[config.mk]
export PLATFORM = sky130hd
export DESIGN_NAME = game_turn_ctrl
export DESIGN_NICKNAME = d
export VERILOG_FILES = /design/src/rtl/game_turn_ctrl.sv
export SDC_FILE = /design/constraint.sdc
export NUM_CORES = 1
export LEC_CHECK = 0
export ABC_AREA = 1
export CAP_MARGIN = 20
export CELL_PAD_IN_SITES_DETAIL_PLACEMENT = 2
export CELL_PAD_IN_SITES_GLOBAL_PLACEMENT = 2
export CORE_ASPECT_RATIO = 0.9
export CORE_MARGIN = 5
export CORE_UTILIZATION = 30
export DETAILED_ROUTE_END_ITERATION = 6
export PLACE_DENSITY_LB_ADDON = 0.1
export SLEW_MARGIN = 10
export SYNTH_ARGS = -nofsm -noshare
export SYNTH_HDL_FRONTEND = slang
export SYNTH_SLANG_ARGS = --single-unit
[constraint.sdc]
create_clock -name clk -period 3.7 [get_ports clk]
set_input_delay 0.555 -clock clk [delete_from_list [all_inputs] [get_ports clk]]
set_output_delay 0.555 -clock clk [all_outputs]
set_load 0.02 [all_outputs]
[src/rtl/game_turn_ctrl.sv]
// Turn sequencer for a 2..4 player board game.
// Walks IDLE -> TURN -> GO -> IDLE, rotates the current player on every
// accepted move and latches the game result until the next game starts.
// Optional feature macro: TURN_TIMEOUT_EN compiles in the idle-turn skip
// (idle counter, automatic player advance and the timeout_skip pulse).
//
// state  | meaning
// -------+------------------------------------------------------------
// S_IDLE | waiting for a start strobe; result/winner of last game held
// S_TURN | game running, play_en enables the current player's move
// S_GO   | game over, held for GO_HOLD cycles, play ignored
module game_turn_ctrl #(
    parameter int NUM_PLAYERS = 2,
    parameter int TIMEOUT_CYC = 1000,
    parameter int GO_HOLD     = 4,
    parameter int MCW         = 4
) (
    input  logic                   clk,
    input  logic                   rst,
    input  logic                   play,
    input  logic                   ill,
    input  logic                   nospc,
    input  logic                   win,
    input  logic [1:0]             win_id,
    output logic [NUM_PLAYERS-1:0] play_en,
    output logic [1:0]             cur_player,
    output logic                   game_over,
    output logic [1:0]             result,
    output logic [1:0]             winner,
    output logic [MCW-1:0]         move_cnt,
    output logic                   timeout_skip
);

    typedef enum logic [1:0] {
        S_IDLE = 2'd0,
        S_TURN = 2'd1,
        S_GO   = 2'd2
    } state_t;

    localparam logic [1:0]             RES_NONE    = 2'b00;
    localparam logic [1:0]             RES_WIN     = 2'b01;
    localparam logic [1:0]             RES_DRAW    = 2'b10;
    localparam logic [1:0]             LAST_PLAYER = 2'(NUM_PLAYERS - 1);
    localparam logic [7:0]             GO_LAST     = 8'(GO_HOLD - 1);
    localparam logic [MCW-1:0]         MC_MAX      = {MCW{1'b1}};
    localparam logic [MCW-1:0]         MC_ONE      = MCW'(1);
    localparam logic [NUM_PLAYERS-1:0] PE_ONE      = NUM_PLAYERS'(1);

    // Parameter legality is checked once at elaboration time.
    if (NUM_PLAYERS < 2 || NUM_PLAYERS > 4 || TIMEOUT_CYC < 2 || TIMEOUT_CYC > 65535 ||
        GO_HOLD < 1 || GO_HOLD > 255 || MCW < 1) begin : g_bad_param
        $error("game_turn_ctrl: parameter out of legal range");
    end

    state_t                 state_q, state_d;
    logic [1:0]             cur_player_q, cur_player_d;
    logic [NUM_PLAYERS-1:0] play_en_q, play_en_d;
    logic                   game_over_q, game_over_d;
    logic [1:0]             result_q, result_d;
    logic [1:0]             winner_q, winner_d;
    logic [MCW-1:0]         move_cnt_q, move_cnt_d;
    logic                   timeout_skip_q, timeout_skip_d;
    logic [7:0]             go_cnt_q, go_cnt_d;
    logic [1:0]             next_player;

`ifdef TURN_TIMEOUT_EN
    localparam logic [15:0] IDLE_LAST = 16'(TIMEOUT_CYC - 1);
    logic [15:0]            idle_cnt_q, idle_cnt_d;
`endif

    // Player rotation wraps after the last configured player.
    always_comb begin
        next_player = (cur_player_q == LAST_PLAYER) ? 2'd0 : cur_player_q + 2'd1;
    end

    // Next-state and registered-output computation for the turn FSM.
    always_comb begin
        state_d        = state_q;
        cur_player_d   = cur_player_q;
        result_d       = result_q;
        winner_d       = winner_q;
        move_cnt_d     = move_cnt_q;
        go_cnt_d       = go_cnt_q;
        timeout_skip_d = 1'b0;
`ifdef TURN_TIMEOUT_EN
        idle_cnt_d     = idle_cnt_q;
`endif
        case (state_q)
            S_IDLE: begin
                if (play) begin
                    state_d      = S_TURN;
                    cur_player_d = 2'd0;
                    move_cnt_d   = '0;
                    result_d     = RES_NONE;
                    winner_d     = 2'd0;
`ifdef TURN_TIMEOUT_EN
                    idle_cnt_d   = '0;
`endif
                end
            end
            S_TURN: begin
                if (win) begin
                    state_d  = S_GO;
                    result_d = RES_WIN;
                    winner_d = win_id;
                    go_cnt_d = '0;
                end else if (nospc) begin
                    state_d  = S_GO;
                    result_d = RES_DRAW;
                    go_cnt_d = '0;
                end else if (play && !ill) begin
                    cur_player_d = next_player;
                    if (move_cnt_q != MC_MAX) begin
                        move_cnt_d = move_cnt_q + MC_ONE;
                    end
`ifdef TURN_TIMEOUT_EN
                    idle_cnt_d = '0;
`endif
                end else if (play) begin
                    // Illegal move: the player keeps the turn but is not idle.
`ifdef TURN_TIMEOUT_EN
                    idle_cnt_d = '0;
`endif
                end else begin
`ifdef TURN_TIMEOUT_EN
                    if (idle_cnt_q == IDLE_LAST) begin
                        cur_player_d   = next_player;
                        timeout_skip_d = 1'b1;
                        idle_cnt_d     = '0;
                    end else begin
                        idle_cnt_d = idle_cnt_q + 16'd1;
                    end
`endif
                end
            end
            S_GO: begin
                if (go_cnt_q == GO_LAST) begin
                    state_d = S_IDLE;
                end else begin
                    go_cnt_d = go_cnt_q + 8'd1;
                end
            end
            default: begin
                state_d = S_IDLE;
            end
        endcase

        // Derived from the next state so play_en moves together with cur_player.
        game_over_d = (state_d == S_GO);
        play_en_d   = (state_d == S_TURN) ? (PE_ONE << cur_player_d) : '0;
    end

    // State and output registers with synchronous reset.
    always_ff @(posedge clk) begin
        if (rst) begin
            state_q        <= S_IDLE;
            cur_player_q   <= 2'd0;
            play_en_q      <= '0;
            game_over_q    <= 1'b0;
            result_q       <= RES_NONE;
            winner_q       <= 2'd0;
            move_cnt_q     <= '0;
            timeout_skip_q <= 1'b0;
            go_cnt_q       <= '0;
        end else begin
            state_q        <= state_d;
            cur_player_q   <= cur_player_d;
            play_en_q      <= play_en_d;
            game_over_q    <= game_over_d;
            result_q       <= result_d;
            winner_q       <= winner_d;
            move_cnt_q     <= move_cnt_d;
            timeout_skip_q <= timeout_skip_d;
            go_cnt_q       <= go_cnt_d;
        end
    end

`ifdef TURN_TIMEOUT_EN
    // Idle-cycle counter for the turn timeout.
    always_ff @(posedge clk) begin
        if (rst) begin
            idle_cnt_q <= '0;
        end else begin
            idle_cnt_q <= idle_cnt_d;
        end
    end
`endif

    assign play_en      = play_en_q;
    assign cur_player   = cur_player_q;
    assign game_over    = game_over_q;
    assign result       = result_q;
    assign winner       = winner_q;
    assign move_cnt     = move_cnt_q;
    assign timeout_skip = timeout_skip_q;

endmodule

==> PnR_summary.wiki, run 1 <==
{| class="wikitable"
! Metric !! Value
|-
| Cell count of the worst hold path || 2
|-
| Overall track demand over capacity in global routing || 14.5%
|-
| Cell-internal power || 0.000369 W
|-
| Setup slack after layout || 1.79 ns
|-
| Average wire length per cell after detail routing || between 10 and 15 um
|-
| Core Region || 0.00370 mm2
|-
| Skew-Pair Late Insertion Delay || 0.26 ns
|-
| Die footprint || 0.00517 mm2
|-
| Kind of end point of the critical path || primary output
|-
| Crit Path Class || flop to primary output
|-
| RSZ-0062 raised after global routing || false
|-
| Overall die width || approximately 75 um
|-
| Setup TNS || 0 ns
|-
| Total congestion overflow after global routing || 0
|-
| Warnings, synthesis || 0
|-
| Post-Route WL || around 3300 um
|-
| Per-instance average area after synthesis || 7.05 um2
|-
| Ordered list of cells on the worst path || clkdlybuf4s50_1
|-
| Buffers added on ports || 20
|-
| CTS clock-pin slew for the worst setup and hold paths || 0.08 ns
|-
| Top cell type's share of synthesized area || 40.0%
|-
| Switching fraction of total power || 27.6%
|-
| Global placement routability congestion || ~0.77
|-
| Dpl ws || 1.56 ns
|-
| Diodes inserted || 0
|-
| Flip-flop and latch count after synthesis || 23
|-
| P per Cell Area || between 300 and 400 mW/mm2
|-
| H-Tree Level Count || 1
|-
| Combined area of the multi-input logic cells || 593 um2
|-
| Most area-consuming cells after synthesis || dfxtp_1 (40%), nand2_1 (13%), nand3_1 (8.3%)
|-
| Library cell with the highest instance count after synthesis || nand2_1
|-
| Number of vias per cell || 4.85
|-
| Net switching power figure || 0.000140 W
|-
| Slew margin rel. || 53.9%
|-
| Part of the total power dissipated in sequential elements || 52.5%
|-
| Area of the mapped netlist || 0.00115 mm2
|-
| Clock tree from TritonCTS || yes
|-
| Share of total power in the clock network || 29.7%
|-
| Post-synth top cells || nand2_1 (41), dfxtp_1 (23), nand3_1 (19)
|-
| Number of antenna violations at the first check in global routing || 0
|-
| Post-synth EDFFs || 0
|-
| WP data required || 3.14 ns
|-
| TritonCTS Sinks || 23
|-
| Main synth FF type || dfxtp_1
|-
| Post-Syn Instances || between 150 and 200
|-
| Sequential cell area || 460 um2
|-
| Final worst path period share || 51.6%
|-
| Buffers inserted during post-CTS setup optimization || 0
|-
| Ys async rst share || 0%
|-
| Leakage || 0.574 nW
|-
| Total chip power || 0.000509 W
|-
| Total I/O pin count || 22
|-
| Number of remaining DRC errors || 0
|-
| Wire length of the first global-routing pass || between 5000 and 6000 um
|-
| Delay contributed by the slowest stage of the critical path || between 0.6 and 0.7 ns
|-
| Max-slew violation count || 0
|-
| Cell area reported after detailed placement || 0.00139 mm2
|-
| Routed Antenna Nets || 0
|-
| Cell row count || 21
|-
| Syn-to-layout area delta || 24.6%
|-
| Post-CTS Hold Buffers || 0
|-
| Root buf cell || clkbuf_8
|-
| Vias after detailed routing || 1111
|-
| Vias in the first global route || 1191
|-
| Instance count on the critical path || 1
|-
| Setup violation total in the final timing report || 0
|-
| Synthesized netlist net count || 173
|-
| Number of detailed-route iterations in the first pass || 4
|-
| Fin nets || 194
|-
| Result of the run || finished clean
|-
| Slowest stage cell on the critical path || clkdlybuf4s50_1
|-
| Number of cells upsized or downsized after cts || 0
|-
| Min-Delay Path Class || flop to flop
|-
| Max cap viols || 0
|-
| Final cell area excluding filler cells || around 0.0014 mm2
|-
| Yosys top cell by area || dfxtp_1
|-
| Clock tree buffer depth || 2
|-
| Arrival time at the worst endpoint || 1.36 ns
|-
| Comb power frac || 17.8%
|-
| Slew at the pin closest to its max-slew limit || 0.689 ns
|-
| Floorplan die height || ~70 um
|-
| Number of hold-slack violations in the final timing report || 0
|-
| Post-layout minimum cycle time || approximately 1.9 ns
|-
| Maximum clock frequency || approximately 520 MHz
|-
| HPWL after DPL || 2670 um
|-
| Largest fanout on the critical path || 6
|-
| Number of filler cells placed in the layout || approximately 440
|-
| Initial Util || 31.0%
|-
| Largest voltage drop on the vdd net || 0.000244 V
|-
| Depth of the most critical reg-to-reg path || 8
|-
| Share of layout cells above drive strength 1 || roughly a tenth
|-
| Pin count of the biggest net entering global routing || 17
|-
| Drt first-iter violations || 25
|-
| Count of distinct cell types in the synthesized netlist || 26
|-
| Buffers plus inverters on the worst setup path || 1
|-
| Delay-heaviest family, CP || buffers and inverters
|-
| CP Launch Type || flop
|-
| CTS buffer count || 3
|-
| Portion of the post-synthesis area used by sequential elements || 40.0%
|-
| Final setup skew || 0.00638 ns
|}
## sequential cells by signal, summed over array words and instances, names as in the netlist
register	flops
state_q	2
game_over	1
result	2
go_cnt_q	8
move_cnt	4
cur_player	2
winner	2
play_en	2
## cell type report
class                      count  area share [%]
sequential                    23            32.1
multi-input combinational    117            41.4
timing repair buffer          20            14.0
inverter                      19            5.33
clock buffer                   4            3.14
tap                           46            4.02
## placed cells by master, fill, tap and decap left out
cell type	n
clkbuf_1	1
a21oi_2	3
clkdlybuf4s50_1	20
nand2_4	2
o21ai_0	5
ha_1	2
nand3b_1	1
o211ai_1	1
clkbuf_8	3
nand3_2	1
nor2b_1	1
nand4_1	2
o21bai_1	3
nor2_2	1
nor2_1	14
clkinv_4	1
nand2_2	3
conb_1	1
inv_2	3
a21oi_1	13
inv_1	15
nand3_1	19
dfxtp_1	23
nand2_1	41
nor2_4	2
o21ai_1	2
## cells by family after synthesis
kind of cell	after synthesis	share of synthesized area (%)
AOI/OAI and AO/OA	27	13.6
adders and majority gates	2	2.18
buffers and inverters	23	8.38
DFF	23	40.0
other	1	0.326
and+or+nand+nor	87	35.5
## worst paths after layout
path	start	endpoint	slack (ns)
min	go_cnt_q[7]	go_cnt_q[7]	0.50
max reg2reg	go_cnt_q[0]	go_cnt_q[2]	2.11
max	move_cnt[2]	move_cnt[2]	1.79
min reg2reg	go_cnt_q[7]	go_cnt_q[7]	0.50
## power by group through the flow
stage	combinational (W)	clock (W)	sequential [W]
2_1_floorplan	0.0000477	0	0.000280
3_3_place_gp	0.0000891	0	0.000272
3_5_place_dp	0.0000920	0	0.000273
4_1_cts	0.0000924	0.000159	0.000267
5_1_grt	0.000100	0.000166	0.000269
6_report	0.0000906	0.000151	0.000267
## per-layer routing
metal | GRT usage, % | up-vias | wire [um]
met5 | 0 | - | 0
met4 | 3.28 | 0 | 21
met3 | 3.77 | 2 | 141
met2 | 23.4 | 15 | 1490
met1 | 19.4 | 532 | 1680
li1 | - | 562 | -
## metrics by stage
stage / hold WS, ns / cells / util, %
finish: 0.502 / 229 / 38.7
global route: 0.540 / 229 / 38.7
CTS: 0.511 / 229 / 38.7
detailed placement: 0.493 / 225 / 37.5
global placement: 0.477 / 225 / 37.5
floorplan: 0.450 / 163 / -
No activity file was read; power rests on OpenSTA's default activity.
==> inputs of run 2 (changes only) <==
--- a/config.mk
+++ b/config.mk
@@ -11,7 +11,7 @@
 export CELL_PAD_IN_SITES_GLOBAL_PLACEMENT = 2
 export CORE_ASPECT_RATIO = 0.9
 export CORE_MARGIN = 5
-export CORE_UTILIZATION = 30
+export CORE_UTILIZATION = 28
 export DETAILED_ROUTE_END_ITERATION = 6
 export PLACE_DENSITY_LB_ADDON = 0.1
 export SLEW_MARGIN = 10
==> constraint.sdc (replaced) <==
create_clock -name clk -period 1.8 [get_ports clk]
set_input_delay 0.27 -clock clk [delete_from_list [all_inputs] [get_ports clk]]
set_output_delay 0.27 -clock clk [all_outputs]
set_load 0.02 [all_outputs]
==> run 2 against run 1 <==
Compared with the run above:
- highest routed layer unchanged
- via count rose by 1.1%
- critical path depth did not move
- first-iteration DRC count down 8.0%
- sequential cell count unchanged
- sequential share of layout area down 0.42 points
- clock-buffer cell count down 1
- core utilization decreased by 2.6 points
- clock skew down 0.00079 ns
- total power up 110%
==> PnR_summary.wiki, run 2 (synthesis results as in run 1) <==
{| class="wikitable"
! Metric !! Value
|-
| P per Cell Area || 730 mW/mm2 (was 355 mW/mm2)
|-
| Depth of the most critical reg-to-reg path || 8 (unchanged)
|-
| Cell count of the worst hold path || 2 (unchanged)
|-
| Routed Antenna Nets || 0 (unchanged)
|-
| Total I/O pin count || 22 (unchanged)
|-
| Min-Delay Path Class || flop to flop (unchanged)
|-
| Delay contributed by the slowest stage of the critical path || 0.65 ns (about the same)
|-
| Number of antenna violations at the first check in global routing || 0 (unchanged)
|-
| Buffers inserted during post-CTS setup optimization || 0 (unchanged)
|-
| H-Tree Level Count || 1 (unchanged)
|-
| Largest fanout on the critical path || 6 (unchanged)
|-
| Number of hold-slack violations in the final timing report || 0 (unchanged)
|-
| Floorplan die height || 70.8 um (was 68.7 um)
|-
| TritonCTS Sinks || 23 (unchanged)
|-
| Crit Path Class || flop to primary output (unchanged)
|-
| Final Util || 36.1% (was 38.7%)
|-
| Vias in the first global route || 1281 (was 1191)
|-
| Delay-heaviest family, CP || buffers and inverters (unchanged)
|-
| Overall die width || 77.6 um (was 75.3 um)
|-
| Number of flip-flops in the largest register || 8 (unchanged)
|-
| Pin count of the biggest net entering global routing || 16 (was 17)
|-
| CTS buffer count || 3 (unchanged)
|-
| Final worst path period share || between 90% and 100%
|-
| Result of the run || finished clean (unchanged)
|-
| Source of the worst hold timing path || cur_player[1] (was go_cnt_q[7])
|-
| Maximum clock frequency || 607 MHz
|-
| RSZ-0062 raised after global routing || false (unchanged)
|-
| Root buf cell || clkbuf_8 (unchanged)
|-
| Average wire length per cell after detail routing || 14.2 um (was 14.6 um)
|-
| Arrival time at the worst endpoint || 1.38 ns (was 1.36 ns)
|-
| Kind of end point of the critical path || primary output (unchanged)
|-
| Buffers added on ports || 20 (unchanged)
|-
| Max-slew violation count || 0 (unchanged)
|-
| Final setup skew || 0.00559 ns (was 0.00638 ns)
|-
| Setup TNS || 0 ns (unchanged)
|-
| Register-to-register setup slack || 0.25 ns (was 2.11 ns)
|-
| Startpoint of the worst register-to-register path || go_cnt_q[0] (unchanged)
|-
| Largest voltage drop on the vdd net || 0.000285 V (was 0.000244 V)
|-
| Clock tree from TritonCTS || yes (unchanged)
|-
| Initial Util || 28.6% (was 31.0%)
|-
| Most common cell after layout, fill and taps aside || nand2_1 (unchanged)
|-
| Skew-Pair Late Insertion Delay || 0.27 ns (was 0.26 ns)
|-
| Post-Route WL || 3300 um (was 3340 um)
|-
| Ordered list of cells on the worst path || clkdlybuf4s50_1 (unchanged)
|-
| Number of remaining DRC errors || 0 (unchanged)
|-
| Clock tree buffer depth || 2 (unchanged)
|-
| WHS Endpoint || cur_player[1] (was go_cnt_q[7])
|-
| Global placement routability congestion || 0.827 (was 0.767)
|-
| Number of filler cells placed in the layout || 483 (was 441)
|-
| Core Region || 0.00402 mm2 (was 0.00370 mm2)
|-
| Max cap viols || 0 (unchanged)
|-
| Capture point of the worst reg-to-reg path || go_cnt_q[2] (unchanged)
|-
| Fin nets || 196 (was 194)
|-
| WP data required || 1.53 ns (was 3.14 ns)
|-
| Syn-to-layout area delta || 26.2% (was 24.6%)
|-
| Share of layout cells above drive strength 1 || 11.9% (was 10.4%)
|-
| Top register by number of flip-flops || go_cnt_q (unchanged)
|-
| Post-layout minimum cycle time || 1.65 ns
|-
| HPWL after DPL || 2710 um (was 2670 um)
|-
| Leakage || 0.587 nW (was 0.574 nW)
|-
| Diodes inserted || 0 (unchanged)
|-
| Total congestion overflow after global routing || 0 (unchanged)
|-
| Commonest cells after routing, fill and taps aside || nand2_1 (41), dfxtp_1 (23), clkdlybuf4s50_1 (20) (unchanged)
|-
| Number of vias per cell || 4.82 (was 4.85)
|-
| Setup violation total in the final timing report || 0 (unchanged)
|-
| CP Launch Type || flop (unchanged)
|-
| Vias after detailed routing || 1123 (was 1111)
|-
| Die footprint || 0.00549 mm2 (was 0.00517 mm2)
|-
| Cell row count || 22 (was 21)
|-
| Slowest stage cell on the critical path || clkdlybuf4s50_1 (unchanged)
|-
| Number of detailed-route iterations in the first pass || 2 (was 4)
|-
| Overall track demand over capacity in global routing || 12.7% (was 14.5%)
|-
| Drt first-iter violations || 23 (was 25)
|-
| Number of cells upsized or downsized after cts || 0 (unchanged)
|-
| Post-CTS Hold Buffers || 0 (unchanged)
|-
| CTS clock-pin slew for the worst setup and hold paths || 0.09 ns (was 0.08 ns)
|-
| Buffers plus inverters on the worst setup path || 1 (unchanged)
|-
| Wire length of the first global-routing pass || 5850 um (was 5740 um)
|}
run 2: changes by cell type in the layout (fill, tap and decap cells not counted), sizes merged:
| cell | change |
|---|---|
| buf | +2 |
| clkbuf | -1 |
| clkinv | +1 |
run 2: how the worst max path moves through the flow:
stage                 from          end  cells after the start
2_1_floorplan  move_cnt[1]  move_cnt[1]                      8
3_3_place_gp          play   play_en[0]                      9
3_5_place_dp           win   play_en[0]                      8
4_1_cts        move_cnt[2]  move_cnt[2]                      1
5_1_grt        go_cnt_q[0]  go_cnt_q[2]                      8
6_report       move_cnt[2]  move_cnt[2]                      1
run 2: cell type report:
type | instances | area (um2) | area share, %
well taps | 48 | 60.1 | 4.14
clock buffers | 3 | 41.3 | 2.84
flip-flops and latches | 23 | 460 | 31.7
clock inverters | 1 | 5.00 | 0.345
inverters | 19 | 76.3 | 5.26
multi-input cells | 117 | 593 | 40.9
repair buffers | 22 | 215 | 14.8
run 2: power by group:
part	internal (W)	total, W	switching (W)
registers	0.000529	0.000548	0.0000185
clock network	0.000155	0.000323	0.000169
logic	0.0000744	0.000189	0.000114
run 2: metrics by stage:
step / std cells / power [W] / setup WS, ns / cell area [um2] / hold WS, ns
5_1_grt: 233 / 0.00112 / 0.0609 / 1450 / 0.527
3_5_place_dp: 229 / 0.000752 / 0.131 / 1410 / 0.492
2_1_floorplan: 163 / 0.000673 / 0.453 / 1150 / 0.415
4_1_cts: 233 / 0.00107 / 0.143 / 1450 / 0.505
6_report: 233 / 0.00106 / 0.152 / 1450 / 0.499
3_3_place_gp: 229 / 0.000746 / 0.146 / 1410 / 0.476
run 2: metal layers:
metal	routed length (um)	part of all wire (%)	GRT usage, %
met5	0	0	0
met4	26	0.79	3.05
met3	54	1.6	2.42
met2	1630	49	22.4
met1	1590	48	16.0
